**src/rtl/sa3_driver.sv**
```systemverilog
// rtl/sa3_driver.sv - operand loader, run/watchdog sequencer and result drain for the 3x3 systolic array
module sa3_driver #(
    parameter int DONE_TIMEOUT = 32,
    parameter int TW           = 6
) (
    input  logic         clk,
    input  logic         rst,
    input  logic         in_valid,
    output logic         in_ready,
    input  logic [7:0]   in_data,
    output logic [127:0] a_mat,
    output logic [71:0]  b_mat,
    output logic         active_sa3,
    input  logic         done_sa3,
    input  logic [31:0]  c_res,
    output logic         out_valid,
    input  logic         out_ready,
    output logic [7:0]   out_data,
    output logic         out_last,
    output logic         busy,
    output logic         err
);

    typedef enum logic [1:0] {
        LOAD  = 2'd0,
        RUN   = 2'd1,
        DRAIN = 2'd2
    } state_t;

    localparam logic [TW-1:0] WD_LAST = TW'(DONE_TIMEOUT - 1);

    state_t        state;
    logic [4:0]    k;
    logic [1:0]    j;
    logic [TW-1:0] wd;
    logic [31:0]   res;

    always_ff @(posedge clk or posedge rst) begin
        if (rst) begin
            state <= LOAD;
            k     <= 5'd0;
            j     <= 2'd0;
            wd    <= '0;
            res   <= 32'd0;
            a_mat <= 128'd0;
            b_mat <= 72'd0;
            err   <= 1'b0;
        end else begin
            case (state)
                LOAD: begin
                    if (in_valid) begin
                        // For k=16..24 the low four bits of k are exactly the filter index.
                        if (k < 5'd16)
                            a_mat[{k[3:0], 3'b000} +: 8] <= in_data;
                        else
                            b_mat[{k[3:0], 3'b000} +: 8] <= in_data;
                        if (k == 5'd0)
                            err <= 1'b0;
                        if (k == 5'd24) begin
                            k     <= 5'd0;
                            wd    <= '0;
                            state <= RUN;
                        end else begin
                            k <= k + 5'd1;
                        end
                    end
                end
                RUN: begin
                    // A done on the timeout cycle still counts as success.
                    if (done_sa3) begin
                        res   <= c_res;
                        wd    <= '0;
                        state <= DRAIN;
                    end else if (wd == WD_LAST) begin
                        res   <= 32'd0;
                        err   <= 1'b1;
                        wd    <= '0;
                        state <= DRAIN;
                    end else begin
                        wd <= wd + TW'(1);
                    end
                end
                DRAIN: begin
                    if (out_ready) begin
                        if (j == 2'd3) begin
                            j     <= 2'd0;
                            state <= LOAD;
                        end else begin
                            j <= j + 2'd1;
                        end
                    end
                end
                default: state <= LOAD;
            endcase
        end
    end

    assign in_ready   = (state == LOAD);
    assign active_sa3 = (state == RUN);
    assign out_valid  = (state == DRAIN);
    assign out_data   = res[{j, 3'b000} +: 8];
    assign out_last   = (state == DRAIN) && (j == 2'd3);
    assign busy       = (state != LOAD);

endmodule

```
**config.mk**
```make
export PLATFORM = sky130hd
export DESIGN_NAME = sa3_driver
export DESIGN_NICKNAME = d
export VERILOG_FILES = /design/src/rtl/sa3_driver.sv
export SDC_FILE = /design/constraint.sdc
export NUM_CORES = 1
export LEC_CHECK = 0
export ABC_AREA = 1
export BUFFER_PORTS_ARGS = -buffer_cell sky130_fd_sc_hd__clkbuf_2
export CAP_MARGIN = 30
export CORE_MARGIN = 2
export CORE_UTILIZATION = 47
export CTS_BUF_LIST = sky130_fd_sc_hd__clkbuf_4 sky130_fd_sc_hd__clkbuf_8
export CTS_CLUSTER_DIAMETER = 80
export DETAILED_ROUTE_END_ITERATION = 10
export PLACE_DENSITY = 0.71
export SLEW_MARGIN = 25
export SYNTH_ARGS = -nofsm -noshare
export SYNTH_HDL_FRONTEND = slang
export SYNTH_SLANG_ARGS = --single-unit
```
**constraint.sdc**
```tcl
create_clock -name clk -period 11.7 [get_ports clk]
set_input_delay 2.34 -clock clk [delete_from_list [all_inputs] [get_ports clk]]
set_output_delay 2.34 -clock clk [all_outputs]
set_load 0.005 [all_outputs]
```
# Word-level counts from Yosys, hierarchy flattened

Index checks and enable logic that the tools add are counted.

Bits in registers: 248
Input bits: 45
Output and inout bits: 214
Word-level logic and storage cells: 69

Add/sub/neg operators: 4
$lt $le $gt $ge: 1
Equality and inequality tests: 13
Shift-type cells: 5
Muxes and demuxes: 23
Bitwise operators: 1
Reduce and logical (&&, ||, !) cells: 14

Operator list:

| kind                                                  | count |
|---|---|
| bitwise mux 128 bit                                   | 1 |
| variable shift 8 x 9 -> 128 bit, first input constant | 1 |
| variable part select 8 x 9 -> 128 bit                 | 1 |
| bitwise mux 72 bit                                    | 1 |
| variable shift 8 x 9 -> 72 bit, first input constant  | 1 |
| variable part select 8 x 9 -> 72 bit                  | 1 |
| two-way mux 32 bit                                    | 2 |
| variable part select 32 x 6 -> 8 bit                  | 1 |
| two-way mux 6 bit                                     | 4 |
| two-way mux 2 bit                                     | 7 |
| one-hot mux 6 bit (2 select lines)                    | 1 |
| inequality test 2 x 1 -> 1 bit, second input constant | 5 |
| AND reduction 5 bit                                   | 2 |
| negator 7 -> 9 bit                                    | 1 |
| AND reduction 3 bit                                   | 3 |
| adder 6 x 1 -> 6 bit, second input constant           | 1 |
| equality test 6 x 5 -> 1 bit, second input constant   | 1 |
| one-hot mux 2 bit (3 select lines)                    | 1 |
| AND reduction 2 bit                                   | 3 |
| nonzero test 2 bit                                    | 3 |
| adder 5 x 1 -> 5 bit, second input constant           | 1 |
| equality test 5 bit, second input constant            | 1 |
| logical NOT 5 bit                                     | 1 |
| less-than comparator 5 bit, second input constant     | 1 |
| 11 further kinds                                      | 16 |

# Logic depth before layout (Yosys ltp)

Depth in word-level cells: 4
Mapped depth: 14
Mapped depth without buffers: 11

# Least setup slack after synthesis

OpenSTA, ideal clock, no wires.

Kind: flip-flop to output port
Start point: reg j[0]
End point: out out_data[0]
Arrival: 1.090 ns
Data required time: 9.360 ns
Slack: 8.270 ns
Stages on the path, launching flop included: 5
Path buffers: 1
Cells stage by stage: dfrtp_1 inv_1 clkbuf_1 nor2_1 o22ai_1

Longest elaborated chain between the ends: 1

RTL lines:

| item                                 | line | text |
|---|---|---|
| from (decl)                          | 34   | `logic [1:0] j;` |
| from (signal assigned)               | 89   | `j <= j + 2'd1;` |
| variable part select 32 x 6 -> 8 bit | 101  | `assign out_data = res[{j, 3'b000} +: 8];` |
| to (decl)                            | 18   | `output logic [7:0] out_data,` |

No other way between the ends.

# Final worst setup path

Start point: reg j[0]
End point: out out_data[6]

The elaborated chain is that of the path after synthesis.

==> results.toml <==
[synth]
ys.flop_type = "dfrtp_1"
syn-cell-area_sq_mm = 0.0108
avgSynthCellArea_sq_um = 8.82
synth_simple_gate_area_frac = 0.278
seq_area_frac_synth = 0.573
synth_top_family_by_area = "simple AND/OR/NAND/NOR gates"
ys.warnings.count = 0
synthTopCellsByCount = "nand2_1, dfrtp_1, nand3_1"
synthDistinctLibCells = 35
synthArstFlopShare = 1.00
synth_nets = 1278
yosys-top-cells-area = "dfrtp_1, nand2_1, nand3_1"
synth.mux.area_fraction = 0
synth_area_leader_cell = "dfrtp_1"
yosys.cell_count.top_type = "nand2_1"
synthCells = 1227
yosysTopAreaCellShare = 0.573
synth_seq_cells = 248
synth-edff-count = 0
yosys.area_share.xor_xnor = 0.00162
synth-compound-area-share = 0.0841
yosys.area_share.adder = 0.00693

[placed_design]
placedCellCount = 1723
place_hpwl_microns = 20400
gp_congestion = 0.850
io_buffer_count = 258

[sta]
slew_viol_final = 0
finClkSkew_ns = 0.0241
hold_viol = 0
setup_violations = 0
rsz0062_at_grt = "false"
finalSetupTns_ns = 0
slew-limit-headroom = 0.394
tightestPinTransition_ns = 0.909
finalCritPeriodShare = 0.391
period_needed_ns = 4.57
fmax_mhz = 219

[cts]
path_clk_slew_ns = 0.06
cts_tree = "built"
cts_root_buf = "clkbuf_8"
cts_buffers = 41
cts_resized = 0
clockBufferDepth = 3
worstSkewPairLatency_ns = 0.54
numClockSinks = 248
h-tree-depth = 2
cts_setup_buffers = 0
cts_hold_buf = 0

[global_routing]
grt_usage = 0.241
grt_max_degree = 96
grt_pass1_vias = 8801
antenna_found_initial = 0
grt_pass1_wl_microns = 46600
overflow = 0

[worst_setup_path]
critPathLaunchType = "register"
timing.reg2reg.setup_slack_ns = 8.31
cp_max_fo = 18
critPathKind = "reg -> out"
r2r-end = "b_mat[17]$_DFFE_PP0P_"
cp-startpoint = "j[0]$_DFFE_PP0P_"
r2r_cells = 7
cp-end-kind = "primary output"
r2r_start = "k[0]$_DFFE_PP0P_"
cp_data_required_time_ns = 9.36
critPathArrivalTime_ns = 2.23

[die]
die_area_sq_mm = 0.0243
rows = 55
coreArea_sq_mm = 0.0226
start_util = 0.478
die_h_microns = 156
die_w_microns = 156
io_pins = 259

[min_path]
min_from = "res[20]$_DFFE_PP0P_"
hold_class = "reg -> reg"
holdPathStages = 2
whs_endpoint = "res[20]$_DFFE_PP0P_"

[layout]
nets = 1533
drive_gt1_frac = 0.270
final_cells = 1795
area_delta_synth_final_pct = 21.0
n_antenna_cell = 0

[detailed_routing]
wl_per_cell_microns = 16.2
initialDrtViolationCount = 532
via_count = 9189
post-route-drc-count = 0
via_per_inst = 5.12
drt_wl_total_microns = 29000
postRouteAntennaNets = 0
dr.pass1.iters = 5

[power]
ir_worst_vdd_mv = 0.107
p_leak_nw = 7.23
switchingPower_w = 0.00137
seq_power_share = 0.405
total_power_w = 0.00343
comb_power_share = 0.366
power.density_mw_per_mm2 = 262
p_sw_frac = 0.399
clockPowerShare = 0.228
internal_power_w = 0.00206

[job]
cap_violations = 0

[status]
status = "finished, final reports clean"
power groups by stage:
stage / sequential [W] / combinational, W / clock, W
after floorplan: 0.00136 / 0.000774 / 0
after global placement: 0.00140 / 0.00123 / 0
after detailed placement: 0.00140 / 0.00126 / 0
after CTS: 0.00139 / 0.00127 / 0.000799
after global routing: 0.00142 / 0.00142 / 0.000840
final: 0.00139 / 0.00126 / 0.000783
worst max path at each step:
stage / end / slack (ns)
4_1_cts: active_sa3 / 7.09
6_report: out_data[6] / 7.13
3_3_place_gp: a_mat[33]$_DFFE_PP0P_ / 7.57
5_1_grt: out_data[6] / 7.00
3_5_place_dp: a_mat[35]$_DFFE_PP0P_ / 7.53
2_1_floorplan: a_mat[0]$_DFFE_PP0P_ / 2.55
metal layers:
layer	wire length [microns]	vias to the layer above	GRT usage
met5	0	-	0
met4	583	0	0.0716
met3	2460	42	0.0678
met2	13700	335	0.384
met1	12300	4322	0.325
li1	-	4490	-
kinds of logic after synthesis:
family                   count (synthesis)
AND/OR/NAND/NOR                        671
buffers and inverters                  137
flip-flops                             248
XOR/XNOR                                 2
AO/OA/AOI/OAI                          163
adder cells (fa/ha/maj)                  6
worst max-delay path: stages (launching register included):
cell and delay (ns):
dfrtp_1 0.68, inv_1 0.41, o21ai_0 0.36, o22ai_1 0.11
clkbuf_2 0.13
cell type report:
| type | count | area, sq um |
|---|---|---|
| inverters | 87 | 334 |
| well taps | 285 | 357 |
| flip-flops and latches | 248 | 6210 |
| repair buffers | 262 | 1340 |
| multi-input cells | 842 | 4020 |
| fillers | 2077 | 9540 |
| clock inverters | 3 | 17.5 |
| clock buffers | 68 | 836 |
per-stage QoR:
step / hold slack [ns] / util / setup WS [ns] / area, sq um
2_1_floorplan: 0.437 / - / 2.55 / 10800
3_3_place_gp: 0.449 / 0.540 / 7.57 / 12200
3_5_place_dp: 0.453 / 0.540 / 7.53 / 12200
4_1_cts: 0.468 / 0.578 / 7.09 / 13100
5_1_grt: 0.485 / 0.579 / 7.00 / 13100
6_report: 0.469 / 0.579 / 7.13 / 13100
flip-flops by register name, indices dropped and copies added (netlist names):
signal	count
err	1
k	5
j	2
a_mat	128
state	2
b_mat	72
wd	6
res	32
cells in the final DEF, fill, tap and decap left out, drive strengths merged:
cell and count:
nand2 440, clkbuf 326, dfrtp 248, o21ai 150, nand3 131, inv 86
nor2 60, nand4 17, nor3 13, or2 9, o22ai 8, ha 6
a21oi 4, buf 4, clkinv 3, xor2 2, o21a 1, nand3b 1
clkinvlp 1
Note: power is estimated with default switching activity, not from simulation.
